$ cat config.mk
export PLATFORM = sky130hd
export DESIGN_NAME = bcd_counter_bank
export DESIGN_NICKNAME = d
export VERILOG_FILES = /design/src/rtl/bcd_counter_pkg.sv /design/src/rtl/bcd_digit_add.sv /design/src/rtl/bcd_counter_bank.sv
export SDC_FILE = /design/constraint.sdc
export NUM_CORES = 1
export LEC_CHECK = 0
export ABC_AREA = 1
export BUFFER_PORTS_ARGS = -buffer_cell sky130_fd_sc_hd__buf_4
export CAP_MARGIN = 10
export CORE_UTILIZATION = 38
export CTS_CLUSTER_DIAMETER = 80
export DETAILED_ROUTE_END_ITERATION = 12
export SETUP_SLACK_MARGIN = 0.4
export SLEW_MARGIN = 25
export SYNTH_ARGS = -nofsm -noshare
export SYNTH_HDL_FRONTEND = slang
export SYNTH_SLANG_ARGS = --single-unit
export TNS_END_PERCENT = 10
$ cat constraint.sdc
create_clock -name clk -period 6.1 [get_ports clk]
set_clock_uncertainty 0.05 [all_clocks]
set_input_delay 1.22 -clock clk [delete_from_list [all_inputs] [get_ports clk]]
set_output_delay 1.22 -clock clk [all_outputs]
set_load 0.05 [all_outputs]
$ cat src/rtl/bcd_counter_pkg.sv
// bcd_counter_pkg
//   Shared constants and types for the BCD counter bank.
//   DIGIT_W    : bits per BCD digit
//   BCD_MAX    : largest legal digit value
//   MAX_DIGITS : largest supported bank width (ripple must fit the inc->ref window)
//   state_t    : ripple controller states
package bcd_counter_pkg;

    localparam int DIGIT_W    = 4;
    localparam int BCD_MAX    = 9;
    localparam int MAX_DIGITS = 16;

    typedef enum logic {
        ST_IDLE   = 1'b0,
        ST_RIPPLE = 1'b1
    } state_t;

endpackage

$ cat src/rtl/bcd_digit_add.sv
// bcd_digit_add
//   Combinational single-digit BCD adder: digit + add bit + carry-in.
//   Ports:
//     i_digit  : current BCD digit (0..9)
//     i_add    : add-one request for this digit
//     i_carry  : carry from the digit below
//     o_digit  : resulting BCD digit
//     o_carry  : carry into the digit above
module bcd_digit_add
    import bcd_counter_pkg::*;
(
    input  logic [DIGIT_W-1:0] i_digit,
    input  logic               i_add,
    input  logic               i_carry,
    output logic [DIGIT_W-1:0] o_digit,
    output logic               o_carry
);

    logic [DIGIT_W:0] w_sum;

    always_comb begin
        w_sum   = {1'b0, i_digit} + {{DIGIT_W{1'b0}}, i_add} + {{DIGIT_W{1'b0}}, i_carry};
        o_digit = w_sum[DIGIT_W-1:0];
        o_carry = 1'b0;
        if (w_sum > (DIGIT_W+1)'(BCD_MAX)) begin
            o_digit = DIGIT_W'(w_sum - (DIGIT_W+1)'(BCD_MAX + 1));
            o_carry = 1'b1;
        end
    end

endmodule

$ cat src/rtl/bcd_counter_bank.sv
// bcd_counter_bank
//   Bank of DIGITS BCD digits. An inc_clk pulse adds 1 to every digit whose
//   trigger bit is set; carries ripple one digit per clock through a single
//   shared digit adder. A ref_clk pulse copies the working digits into the
//   display register; a refresh that arrives mid-ripple is held and applied
//   in the first idle cycle so partial results are never shown.
//   Optional feature: define BCD_OVERFLOW_EN for a sticky overflow flag.
//   Ports:
//     clk, reset  : clock, synchronous active-high reset
//     inc_clk     : one-cycle increment request (ignored while busy)
//     ref_clk     : one-cycle refresh request
//     trigger     : per-digit add mask, sampled with inc_clk
//     digits_out  : latched display value, digit k at [4k+3:4k]
//     disp_stb    : pulse in the cycle digits_out shows a new latch
//     busy        : carry ripple in progress
//     overflow    : sticky carry-out of the top digit (0 without the macro)
//   DIGITS must be in 1..MAX_DIGITS.
module bcd_counter_bank
    import bcd_counter_pkg::*;
#(
    parameter int DIGITS = 6
) (
    input  logic                      clk,
    input  logic                      reset,
    input  logic                      inc_clk,
    input  logic                      ref_clk,
    input  logic [DIGITS-1:0]         trigger,
    output logic [DIGIT_W*DIGITS-1:0] digits_out,
    output logic                      disp_stb,
    output logic                      busy,
    output logic                      overflow
);

    localparam int               IDX_W    = (DIGITS > 1) ? $clog2(DIGITS) : 1;
    localparam logic [IDX_W-1:0] LAST_IDX = IDX_W'(DIGITS - 1);

    state_t                          r_state;
    state_t                          w_state_nxt;
    logic [DIGITS-1:0][DIGIT_W-1:0]  r_cnt;
    logic [DIGITS-1:0][DIGIT_W-1:0]  r_disp;
    logic [DIGITS-1:0]               r_pend;
    logic                            r_carry;
    logic [IDX_W-1:0]                r_idx;
    logic                            r_ref_pend;
    logic                            r_disp_stb;

    logic                            w_last;
    logic                            w_start;
    logic                            w_latch;
    logic [DIGIT_W-1:0]              w_digit;
    logic                            w_carry;

    assign w_last  = (r_idx == LAST_IDX);
    assign w_start = (r_state == ST_IDLE) && inc_clk;
    // A deferred refresh is served on the first idle cycle; when inc_clk
    // coincides, the pre-increment value is latched since cnt is not yet touched.
    assign w_latch = (r_state == ST_IDLE) && (ref_clk || r_ref_pend);

    always_ff @(posedge clk) begin
        if (reset) r_state <= ST_IDLE;
        else       r_state <= w_state_nxt;
    end

    always_comb begin
        w_state_nxt = r_state;
        case (r_state)
            ST_IDLE:   if (inc_clk) w_state_nxt = ST_RIPPLE;
            ST_RIPPLE: if (w_last)  w_state_nxt = ST_IDLE;
            default:   w_state_nxt = ST_IDLE;
        endcase
    end

    // One adder shared by all digits, steered by the ripple index.
    bcd_digit_add u_add (
        .i_digit (r_cnt[r_idx]),
        .i_add   (r_pend[r_idx]),
        .i_carry (r_carry),
        .o_digit (w_digit),
        .o_carry (w_carry)
    );

    always_ff @(posedge clk) begin
        if (reset) begin
            r_cnt   <= '0;
            r_pend  <= '0;
            r_carry <= 1'b0;
            r_idx   <= '0;
        end else if (w_start) begin
            r_pend  <= trigger;
            r_carry <= 1'b0;
            r_idx   <= '0;
        end else if (r_state == ST_RIPPLE) begin
            r_cnt[r_idx] <= w_digit;
            r_carry      <= w_carry;
            if (!w_last) r_idx <= r_idx + 1'b1;
        end
    end

    always_ff @(posedge clk) begin
        if (reset) begin
            r_disp     <= '0;
            r_disp_stb <= 1'b0;
            r_ref_pend <= 1'b0;
        end else begin
            r_disp_stb <= w_latch;
            if (w_latch) r_disp <= r_cnt;
            if ((r_state == ST_RIPPLE) && ref_clk) r_ref_pend <= 1'b1;
            else if (w_latch)                      r_ref_pend <= 1'b0;
        end
    end

`ifdef BCD_OVERFLOW_EN
    logic r_overflow;

    always_ff @(posedge clk) begin
        if (reset)                                            r_overflow <= 1'b0;
        else if ((r_state == ST_RIPPLE) && w_last && w_carry) r_overflow <= 1'b1;
    end

    assign overflow = r_overflow;
`else
    assign overflow = 1'b0;
`endif

    assign digits_out = r_disp;
    assign disp_stb   = r_disp_stb;
    assign busy       = (r_state == ST_RIPPLE);

endmodule
==> out/metrics.cfg, run 1 <==
[run_status]
run_status=completed

[drt]
vias_per_cell=4.79
drc_errors=0
drtIter0Drc=127
wl_um=6290
ant_nets=0
wl_per_cell_um=12.1
first_pass_iters=4
vias=2484

[flow_run]
maxCapViolations=0

[finish]
diodes=0
fin_nets=433
stdcell_count=519
synthToLayoutAreaGrowth_pct=17.4
layout-drive-gt1-share_pct=15.6
utilization_pct=46.9
layout_common_cells=dfxtp_1 (61), inv_1 (59), nand2_1 (50)
final_common_cell=dfxtp_1

[setup_path]
path_class=flop to flop
cp_max_fo=20
cp.required_ps=6290
cp-end-kind=flop
cp-start-kind=flop
arrival_ps=3600

[clock_tree]
clkSlewWorstSetupHoldPaths_ps=60
cts.sinks=61
worstSkewPairLatency_ps=340
cts_tree=built
cts-htree-levels=3
post_cts_buffers=0
cts_resized=0
cts_hold_repair.buffers=0
clockRootBuffer=clkbuf_8
cts_buffers=9
cts_buffer_depth=2

[synth]
syn-num-nets=399
synth.cell_area_sq_um=2760
synth.avg_cell_area_sq_um=7.18
ys_top_cells_by_area=dfxtp_1 (44%), inv_1 (8.0%), a21oi_1 (8.0%), o21ai_0 (7.6%), nand2_1 (6.8%)
yosysWarnings=0
yosysTopAreaCell=dfxtp_1
synth.yosys.seq_area_share_pct=44.3
netlist_instances=384
synth_top_area_share_pct=44.3
ys_ff_latch=61
synthDistinctLibCells=28

[sta]
hold_viol_final=0
fmax_mhz=293
tightest_slew_ps=879
rsz0062_at_grt=false
fin_setup_tns_ps=0
fin_crit_sh_pct=56.0
slew_viol_final=0
relSlewSlack_pct=41.3
setup-violations-final=0
min_period_ps=3420

[pwr]
leakagePower_nw=1.53
powerDensity_nw_per_um2=285
ir_drop_uv=104

[placement]
dp.cells=503
globalplace.congestion=0.894
dp_hpwl_um=4560
port_buffers=35

[global_routing]
grt_remaining_overflow=0
grt_pass1_wl_um=10700
track_usage_pct=18.5
grt_start_max_net_pins=43
grt_pass1_vias=2241
antenna_found_initial=0

[floorplanning]
die-height_um=87.2
rows=30
top_level_ports=37
die_area_sq_um=7600
die_w_um=87.2
initial_utilization_pct=39.9
core-area_sq_um=6910

[worst_hold_path]
hold_class=flop to flop

## cells in the mapped netlist, drive strengths merged
cell    number
o22ai        1
inv         64
conb         1
a21oi       44
nand3       36
dfxtp       61
nor3b        1
nand2       57
a211oi       2
o21ai       42
o211a        1
clkbuf       9
nor2        52
nor3         1
fa           1
nand4        2
ha           4
o211ai       1
buf          4
## worst max-delay path: stages, from the launching register on
cell and delay [ps]:
dfxtp_1 790, o21ai_0 180, o21ai_0 170, o211a_1 150, o21ai_0 100, fa_1 370, inv_1 100, ha_1 190
nand4_1 130, nand2_1 100, inv_1 40, ha_1 200, inv_1 70, nand2_1 80, inv_2 60, nand2_2 70
nand2_1 170, nand3_1 150, nand2_1 90, inv_1 40
## path summary, 6_finish.rpt
kind	slack (ps)	from	endpoint	depth (start not counted)
worst min-delay path	440	r_pend[0]	r_pend[0]	2
worst min register to register	440	r_pend[0]	r_pend[0]	2
worst max-delay path	2680	r_idx[0]	r_cnt[22]	19
worst max register to register	2680	r_idx[0]	r_cnt[22]	19
## metrics by stage
| stage | hold WS (ps) | area (sq um) | total power, mW | worst slack, ps |
|---|---|---|---|---|
| 2_1_floorplan | 392 | 2760 | 0.594 | 3220 |
| 3_3_place_gp | 424 | 3080 | 0.645 | 2780 |
| 3_5_place_dp | 430 | 3080 | 0.645 | 2720 |
| 4_1_cts | 443 | 3240 | 0.934 | 2710 |
| 5_1_grt | 468 | 3240 | 0.978 | 2320 |
| 6_report | 438 | 3240 | 0.924 | 2680 |
## cell type report
cell class / count / area (sq um)
fill: 734 / 3670
tap: 96 / 120
sequential: 61 / 1220
clock inverter: 2 / 10.0
multi-input combinational: 246 / 1230
timing repair buffer: 36 / 270
clock buffer: 14 / 143
inverter: 64 / 243
## metal layers
metal  wire length (um)  up-vias  GRT usage [%]  part of all wire (%)
met5                  0        -              0                     0
met4                146        0           8.64                   2.3
met3                223       12           4.08                   3.5
met2               2660       50           27.2                    42
met1               3260     1128           25.7                    52
li1                   -     1294              -                     -
## kinds of logic (layout without fill, tap and decap cells)
family,Yosys count,after routing,share of synthesized area (%)
flops,61,61,44.3
simple gates,149,149,24.8
other cells,1,1,0.136
buf+inv,77,116,11.2
compound gates,91,91,17.0
fa+ha+maj,5,5,2.54
## sequential cells by signal, indices dropped and copies added, names as in the netlist
register	flops
busy	1
r_pend	6
r_cnt	24
digits_out	24
r_ref_pend	1
r_carry	1
r_idx	3
disp_stb	1
## where the power goes
| part | switching, mW | internal, mW |
|---|---|---|
| Sequential | 0.0137 | 0.422 |
| Combinational | 0.141 | 0.0591 |
| Clock | 0.141 | 0.147 |
| Total | 0.296 | 0.627 |
Power figures use the tool's default switching activity.
==> run 2: changes to the inputs <==
Clock period 6.1 ns to 3.6 ns, I/O delays scaled along.
==> out/metrics.cfg, run 2 (synthesis results as in run 1) <==
[sta]
min_period_ps=2920  ; -492 ps
relSlewSlack_pct=59.1  ; +18 points
fin_setup_tns_ps=0  ; unchanged
setup-violations-final=0  ; unchanged
fin_ws_ps=676  ; -2010 ps
hold_viol_final=0  ; unchanged
slew_viol_final=0  ; unchanged
fin_crit_sh_pct=81.2  ; +25 points
tightest_slew_ps=613  ; -266 ps
rsz0062_at_grt=false
fmax_mhz=342  ; +17%

[drt]
ant_nets=0  ; unchanged
vias=2439  ; -1.8%
wl_per_cell_um=12.2  ; +0.49%
top_layer=met4
route.met2.wl_um=2630  ; -1.2%
drtIter0Drc=148  ; +17%
vias_per_cell=4.69  ; -2.0%
first_pass_iters=4  ; unchanged
met1Wirelength_um=3350  ; +2.6%
drc_errors=0  ; unchanged
wl_um=6330  ; +0.68%
met3WireLength_um=276  ; +24%

[finish]
diodes=0  ; unchanged
fin_nets=436  ; +0.69%
utilization_pct=47.6  ; +0.71 points
layout_common_cells=inv_1 (58), dfxtp_1 (58), nand2_1 (49)
synthToLayoutAreaGrowth_pct=19.2
layout-drive-gt1-share_pct=17.9  ; +2.3 points
stdcell_count=520  ; +0.19%

[clock_tree]
cts.sinks=61  ; unchanged
cts_tree=built
cts_buffers=9  ; unchanged
cts_buffer_depth=2  ; unchanged
clockRootBuffer=clkbuf_8
clkSlewWorstSetupHoldPaths_ps=60  ; about the same
cts_hold_repair.buffers=0  ; unchanged
worstSkewPairLatency_ps=330  ; about the same
cts-htree-levels=3  ; unchanged

[worst_hold_path]
min_to=r_pend[4]
hold_depth=2  ; unchanged
hold_class=flop to flop
holdCritStartpoint=r_pend[4]

[global_routing]
grt_start_max_net_pins=29  ; -33%
grt_remaining_overflow=0  ; unchanged
grt_pass1_wl_um=10400  ; -2.8%
grt_pass1_vias=2102  ; -6.2%
track_usage_pct=18.3  ; -0.20 points
antenna_found_initial=0  ; unchanged

[setup_path]
cp-start-kind=flop
reg2reg_slack_ps=680  ; -2010 ps
cp.required_ps=3780  ; -2510 ps
path_class=flop to flop
cp_max_fo=6  ; -70%
ff2ff_path_depth=19  ; unchanged
arrival_ps=3100  ; -500 ps
r2r_end=r_cnt[1]
r2r_start=r_idx[1]
cp-end-kind=flop

[placement]
dp_hpwl_um=4640  ; +1.7%
dp.cells=505  ; +0.40%
post-place-ws_ps=458  ; -2260 ps
port_buffers=35  ; unchanged
globalplace.congestion=0.901  ; +0.79%

[pwr]
ir_drop_uv=243  ; +130%
leakagePower_nw=1.54  ; +1.0%
powerDensity_nw_per_um2=478  ; +68%

[floorplanning]
rows=30  ; unchanged
top_level_ports=37  ; unchanged
die_w_um=87.2  ; unchanged
die_area_sq_um=7600  ; unchanged
die-height_um=87.2  ; unchanged
core-area_sq_um=6910  ; unchanged
initial_utilization_pct=39.9  ; unchanged

[flow_run]
maxCapViolations=0  ; unchanged

[run_status]
run_status=completed

[run 2: cell count changes in the layout (fill, tap and decap cells not counted), sizes merged]
cell,change
clkbuf,-3
buf,+3
clkinv,+1
[run 2: worst max-delay path by stage]
stage                         from  endpoint  slack, ps  cells after the start
after global placement    r_idx[0]  r_cnt[2]        550                     19
after CTS                 r_idx[0]  r_cnt[2]        450                     19
final                     r_idx[1]  r_cnt[1]        680                     19
after floorplan           r_idx[0]  r_cnt[2]        720                     21
after detailed placement  r_idx[0]  r_cnt[2]        460                     19
after global routing      r_idx[1]  r_cnt[1]        400                     22
[run 2: layout make-up]
class                   count  area [sq um]
fillers                   750          3620
inverters                  64           248
repair buffers             39           297
multi-input cells         246          1240
flip-flops and latches     61          1230
clock inverters             3          15.0
well taps                  96           120
clock buffers              11           131
[run 2: per-layer routing]
metal  track usage, %  vias to the layer above
met5                0                        -
met4             7.15                        0
met3             4.74                        6
met2             26.0                       55
met1             26.3                     1080
li1                 -                     1298
[run 2: metrics by stage]
step	hold slack, ps	power (mW)	cell area (sq um)
after global placement	425	1.10	3100
after floorplan	392	1.01	2760
after global routing	468	1.66	3290
final	436	1.57	3290
after detailed placement	429	1.10	3100
after CTS	443	1.58	3250
[run 2: power by group]
part | switching (mW) | internal (mW)
registers | 0.0213 | 0.713
logic | 0.247 | 0.107
clock network | 0.245 | 0.238
total | 0.513 | 1.06
[run 2: timing repair]
item,in CTS,in global routing
buffers inserted,0,1
resized for setup,0,14
hold endpoints to repair,0,0
setup endpoints to repair,0,19
[run 2: critical path, cell delays in order, from the launching register on]
cell	delay, ps
dfxtp_4	380
inv_2	70
nor2_4	130
o21ai_0	90
o22ai_1	170
a211oi_1	80
fa_1	410
inv_2	80
ha_2	300
inv_1	130
ha_1	180
inv_1	60
nand2_1	90
inv_2	40
nand2_2	120
nand2_4	110
nand2_4	140
nand3_1	80
nand2_1	80
inv_1	30
